### src/rtl/ifetch_unit_pkg.sv
// Shared constants for the instruction-fetch front end: fetch FSM encoding,
// the NOP presented while no instruction is held, and the fixed PC vectors.
package ifetch_unit_pkg;

  localparam int unsigned XLEN   = 32;
  localparam int unsigned ADDR_W = 30;

  localparam logic [XLEN-1:0] NOP_INSTR_DEF = 32'h83FF_F800;  // ADD(R31,R31,R31)
  localparam logic [XLEN-1:0] RESET         = 32'h8000_0000;
  localparam logic [XLEN-1:0] ILLOP         = 32'h8000_0004;
  localparam logic [XLEN-1:0] XADR          = 32'h8000_0008;

  typedef enum logic [2:0] {
    ST_IDLE  = 3'd0,
    ST_REQ   = 3'd1,
    ST_DROP  = 3'd2,
    ST_HAVE  = 3'd3,
    ST_FAULT = 3'd4
  } state_e;

  // The supervisor bit can be stripped so both modes share one physical space.
  function automatic logic [ADDR_W-1:0] word_addr(input logic [XLEN-1:0] pc_v,
                                                  input bit mask_super);
    return mask_super ? {1'b0, pc_v[30:2]} : pc_v[31:2];
  endfunction

endpackage

### src/rtl/ifetch_unit_if.sv
// Instruction-memory read port between the fetch unit (master) and memory (slave).
// Handshake: imem_req, once raised, holds with a stable imem_addr until the cycle
// imem_ack=1; imem_rdata/imem_err are meaningful only in that ack cycle.
interface ifetch_unit_if;
  import ifetch_unit_pkg::*;

  logic              imem_req;
  logic [ADDR_W-1:0] imem_addr;
  logic              imem_ack;
  logic [XLEN-1:0]   imem_rdata;
  logic              imem_err;

  modport master (
    output imem_req, imem_addr,
    input  imem_ack, imem_rdata, imem_err
  );

  modport slave (
    input  imem_req, imem_addr,
    output imem_ack, imem_rdata, imem_err
  );
endinterface

### src/rtl/ifetch_unit.sv
// Fetch front end: issues one imem read per instruction, presents the result to
// decode, stalls the PC while no instruction is held and flags fetch faults.
module ifetch_unit
  import ifetch_unit_pkg::*;
#(
  parameter logic [31:0] NOP_INSTR  = NOP_INSTR_DEF,
  parameter bit          MASK_SUPER = 1'b1
) (
  input  logic                clock,
  input  logic                reset_n,
  input  logic [XLEN-1:0]     pc,
  input  logic                redirect,
  input  logic                hold,
  ifetch_unit_if.master       imem,
  output logic [XLEN-1:0]     instr,
  output logic                instr_valid,
  output logic [XLEN-1:0]     instr_pc,
  output logic                pc_stall,
  output logic                fetch_fault,
  output state_e              dbg_state_o
);

  state_e            state_q, state_d;
  logic [ADDR_W-1:0] addr_q, addr_d;
  logic [XLEN-1:0]   instr_q, instr_d;
  logic [XLEN-1:0]   instr_pc_q, instr_pc_d;
  logic [ADDR_W-1:0] live_addr;

  assign live_addr = word_addr(pc, MASK_SUPER);

  always_ff @(posedge clock or negedge reset_n) begin
    if (!reset_n) begin
      state_q    <= ST_IDLE;
      addr_q     <= '0;
      instr_q    <= NOP_INSTR;
      instr_pc_q <= '0;
    end else begin
      state_q    <= state_d;
      addr_q     <= addr_d;
      instr_q    <= instr_d;
      instr_pc_q <= instr_pc_d;
    end
  end

  always_comb begin
    state_d        = state_q;
    addr_d         = addr_q;
    instr_d        = instr_q;
    instr_pc_d     = instr_pc_q;
    imem.imem_req  = 1'b0;
    imem.imem_addr = addr_q;

    unique case (state_q)
      ST_IDLE: state_d = ST_REQ;

      ST_REQ: begin
        imem.imem_req  = 1'b1;
        imem.imem_addr = live_addr;
        // pc is stalled while in REQ, so re-capturing every cycle equals capturing once.
        addr_d         = live_addr;
        if (imem.imem_ack) begin
          if (redirect) begin
            state_d = ST_REQ;
          end else if (imem.imem_err) begin
            state_d = ST_FAULT;
          end else begin
            instr_d    = imem.imem_rdata;
            instr_pc_d = pc;
            state_d    = ST_HAVE;
          end
        end else if (redirect) begin
          state_d = ST_DROP;
        end
      end

      // The stale request must complete; pc already holds the redirect target.
      ST_DROP: begin
        imem.imem_req = 1'b1;
        if (imem.imem_ack) state_d = ST_REQ;
      end

      ST_HAVE: begin
        if (redirect)  state_d = ST_REQ;
        else if (hold) state_d = ST_HAVE;
        else           state_d = ST_REQ;
      end

      ST_FAULT: begin
        if (redirect) state_d = ST_REQ;
      end

      default: state_d = ST_IDLE;
    endcase
  end

  assign instr_valid = (state_q == ST_HAVE);
  assign instr       = instr_valid ? instr_q : NOP_INSTR;
  assign instr_pc    = instr_pc_q;
  assign pc_stall    = !instr_valid;
  assign fetch_fault = (state_q == ST_FAULT);
  assign dbg_state_o = state_q;

endmodule

### src/flat_wrapper.sv
// flat-port wrapper written by rule: the top's interface ports become plain ports
module ifetch_unit_flat import ifetch_unit_pkg::*;
#(
  parameter logic [31:0] NOP_INSTR  = NOP_INSTR_DEF,
  parameter bit          MASK_SUPER = 1'b1
)
  (clock, reset_n, pc, redirect, hold, instr, instr_valid, instr_pc, pc_stall, fetch_fault, dbg_state_o, imem_imem_req, imem_imem_addr, imem_imem_ack, imem_imem_rdata, imem_imem_err);
  ifetch_unit_if imem_i ();
  input  logic clock;
  input  logic reset_n;
  input  logic [XLEN-1:0] pc;
  input  logic redirect;
  input  logic hold;
  output logic [XLEN-1:0] instr;
  output logic instr_valid;
  output logic [XLEN-1:0] instr_pc;
  output logic pc_stall;
  output logic fetch_fault;
  output state_e dbg_state_o;
  output wire logic [$bits(imem_i.imem_req)-1:0] imem_imem_req;
  output wire logic [$bits(imem_i.imem_addr)-1:0] imem_imem_addr;
  input wire logic [$bits(imem_i.imem_ack)-1:0] imem_imem_ack;
  input wire logic [$bits(imem_i.imem_rdata)-1:0] imem_imem_rdata;
  input wire logic [$bits(imem_i.imem_err)-1:0] imem_imem_err;
  assign imem_imem_req = imem_i.imem_req;
  assign imem_imem_addr = imem_i.imem_addr;
  assign imem_i.imem_ack = imem_imem_ack;
  assign imem_i.imem_rdata = imem_imem_rdata;
  assign imem_i.imem_err = imem_imem_err;
  ifetch_unit #(.NOP_INSTR(NOP_INSTR), .MASK_SUPER(MASK_SUPER)) u_core (.clock(clock), .reset_n(reset_n), .pc(pc), .redirect(redirect), .hold(hold), .imem(imem_i), .instr(instr), .instr_valid(instr_valid), .instr_pc(instr_pc), .pc_stall(pc_stall), .fetch_fault(fetch_fault), .dbg_state_o(dbg_state_o));
endmodule
### config.mk
export PLATFORM = sky130hd
export DESIGN_NAME = ifetch_unit_flat
export DESIGN_NICKNAME = d
export VERILOG_FILES = /design/src/rtl/ifetch_unit_pkg.sv /design/src/rtl/ifetch_unit_if.sv /design/src/rtl/ifetch_unit.sv /design/src/flat_wrapper.sv
export SDC_FILE = /design/constraint.sdc
export NUM_CORES = 1
export LEC_CHECK = 0
export CAP_MARGIN = 0
export CORE_MARGIN = 8
export CORE_UTILIZATION = 35
export CTS_CLUSTER_DIAMETER = 100
export DETAILED_ROUTE_END_ITERATION = 8
export DONT_BUFFER_PORTS = 1
export SLEW_MARGIN = 20
export SYNTH_ARGS = -nofsm -noshare
export SYNTH_HDL_FRONTEND = slang
export SYNTH_SLANG_ARGS = --single-unit
### constraint.sdc
create_clock -name clock -period 2.5 [get_ports clock]
set_clock_uncertainty 0.15 [all_clocks]
set_input_delay 0.5 -clock clock [delete_from_list [all_inputs] [get_ports clock]]
set_output_delay 0.5 -clock clock [all_outputs]
set_load 0.01 [all_outputs]
==> metrics.txt <==
outcome=finished, violations left; failing checks=hold timing; vias after detailed routing=2,091; Mapped Cells=263; vias per cell=4.97; WL final=9130 um; first-pass GRT wire length=14,300 um; post-synth cell types=24; Synth warnings=0; cts repair resizes=0; root cell of the clock tree=clkbuf_16; initial drt markers=76; Worst Hold Class=in -> async; crit share post-route=95.5%; TritonCTS clock tree=done; actual slew at the worst max-slew pin=856 ps; Avg Cell Area, Syn=16.0 um2; # setup viols final=0; Yosys reg bits=97; Detailed Place HPWL=6440 um; filler cell count=1,076; Synth Cell Area=4210 um2; Combinational Power Share=30.8%; RSZ-0062 raised after global routing=false; Vert. Die Dim=126 um; Critical Path End Type=primary output; Max Fclk=419 MHz; Seq pwr share=46.5%; gr ovfl total=0; crit path kind=reg -> out; CP arrival=1740 ps; die area=15,800 um2; largest net degree at the start of global routing=98; fin crit period=2390 ps; ANT nets after route=0; VDD IR-drop max=0.000562 V; All-Layer GR Usage=11.7%; CP required=1850 ps; vias in the first global route=2,378; CTS H-tree depth=3; Startpoint Class=flip-flop; CTS Sinks=97; Routed WL per cell=21.7 um; CTS buffer count=9; area of the multi-input gates=1660 um2; Leak=2.22 nW; commonest non-fill, non-tap cells in the layout=81 x dfrtp_1, 60 x mux2_4, 33 x mux2_2; area occupied by registers=2450 um2; core area=11,900 um2; starting density of the core=35.5%; Slew Viols, Final=0; ANT cells=0; Worst Path Max Fanout=31; Seq/Total Area, Yosys=58.1%; synth-to-layout area growth=11.6%; Rel. slew slack=42.9%; 1st-pass router iterations=4; worst-case clock buffer depth=2; layout cell share with drive strength beyond 1=50.4%; setup TNS=0 ps; switching share of total power=30.3%; IO buf count=0; initial antenna violation count=0; cell internal pwr=4.47 mW; # rows=40; clk_lat worst skew=340 ps; max cap viols=0; commonest non-fill, non-tap cell in the layout=dfrtp_1; Sw Pwr=1.94 mW; Hold Slack=-299 ps; Clock power frac=22.7%; Die Width=126 um; R2R setup slack=450 ps; clk slew on worst S/H paths=70 ps; gpl congestion=0.631; postcts setup bufs=0; final hold vios=97; nets=339; P per Cell Area=1360 nW/um2; I/O pins=171; DRC=0; net count after synthesis=333
==> power groups by stage <==
stage | sequential (mW) | combinational (mW) | clock [mW]
detailed placement | 3.01 | 2.02 | 0
global route | 3.08 | 2.13 | 1.58
CTS | 3.00 | 2.03 | 1.52
finish | 2.98 | 1.97 | 1.46
global placement | 3.00 | 1.96 | 0
floorplan | 2.86 | 1.70 | 0
==> flip-flops by register name, indices dropped and copies added, names as in the netlist <==
signal              flops
u_core.addr_q          30
u_core.dbg_state_o      3
u_core.instr_q         32
u_core.instr_pc        32
==> cells in the mapped netlist (all sizes together) <==
library cell	n	area share [%]
dfrtp	81	48
nor2b	3	0.45
dfstp	16	10
a31oi	2	0.30
a21oi	3	0.36
nor2	2	0.18
and2	1	0.15
mux2	93	30
nor4b	1	0.56
nand2b	20	3.0
inv	2	0.18
o221a	1	0.27
a21boi	1	0.18
clkbuf	3	0.27
and3	16	2.4
nor3b	2	0.48
o21ai	1	0.12
o31a	1	0.21
nand2	2	0.36
buf	12	2.3
==> final cells by class <==
class                           count  share of cell area (%)
Clock buffer                       10                    5.08
Tap cell                          147                    3.91
Multi-Input combinational cell    149                    35.2
Timing Repair Buffer               10                    1.86
Sequential cell                    97                    52.0
Inverter                            2                   0.160
Clock inverter                      6                    1.73
==> worst paths after layout <==
check | depth (start not counted) | startpoint | end
min in group clock | 1 | redirect | u_core.dbg_state_o[2]
max in group asynchronous | 0 | reset_n | u_core.instr_q[31]
worst min register to register | 1 | u_core.instr_q[30] | u_core.instr_q[30]
worst min-delay path | 0 | reset_n | u_core.instr_q[5]
worst max register to register | 4 | u_core.dbg_state_o[2] | u_core.instr_q[31]
worst max-delay path | 3 | u_core.dbg_state_o[1] | imem_imem_addr[17]
==> critical path: stages, from the launching register on <==
cell and delay, ps:
dfrtp_1 480, nor3b_4 260, buf_12 240, mux2_2 410
==> cell families (layout without fill, tap and decap cells) <==
family	Yosys count	in the layout	share of synthesized area, %
DFF	97	97	58.1
muxes	93	93	30.2
and+or+nand+nor	47	47	7.51
AOI/OAI and AO/OA	9	9	1.43
buffers and inverters	17	28	2.76
==> per-stage QoR <==
step | cells | utilization (%) | setup WS (ps) | area [um2] | power, mW
2_1_floorplan | 263 | - | 459 | 4210 | 4.56
3_3_place_gp | 405 | 36.9 | 483 | 4380 | 4.96
3_5_place_dp | 405 | 36.9 | 444 | 4380 | 5.03
4_1_cts | 421 | 39.6 | 56.4 | 4700 | 6.55
5_1_grt | 421 | 39.6 | 33.7 | 4700 | 6.79
6_report | 421 | 39.6 | 112 | 4700 | 6.41
==> layer usage <==
metal	part of all wire, %	up-vias	track usage (%)
met2	46	101	17.7
met4	1.8	0	4.66
met3	14	13	7.76
li1	-	925	-
met5	0	-	0
met1	38	1052	12.6
(Power assumes the default switching activity.)
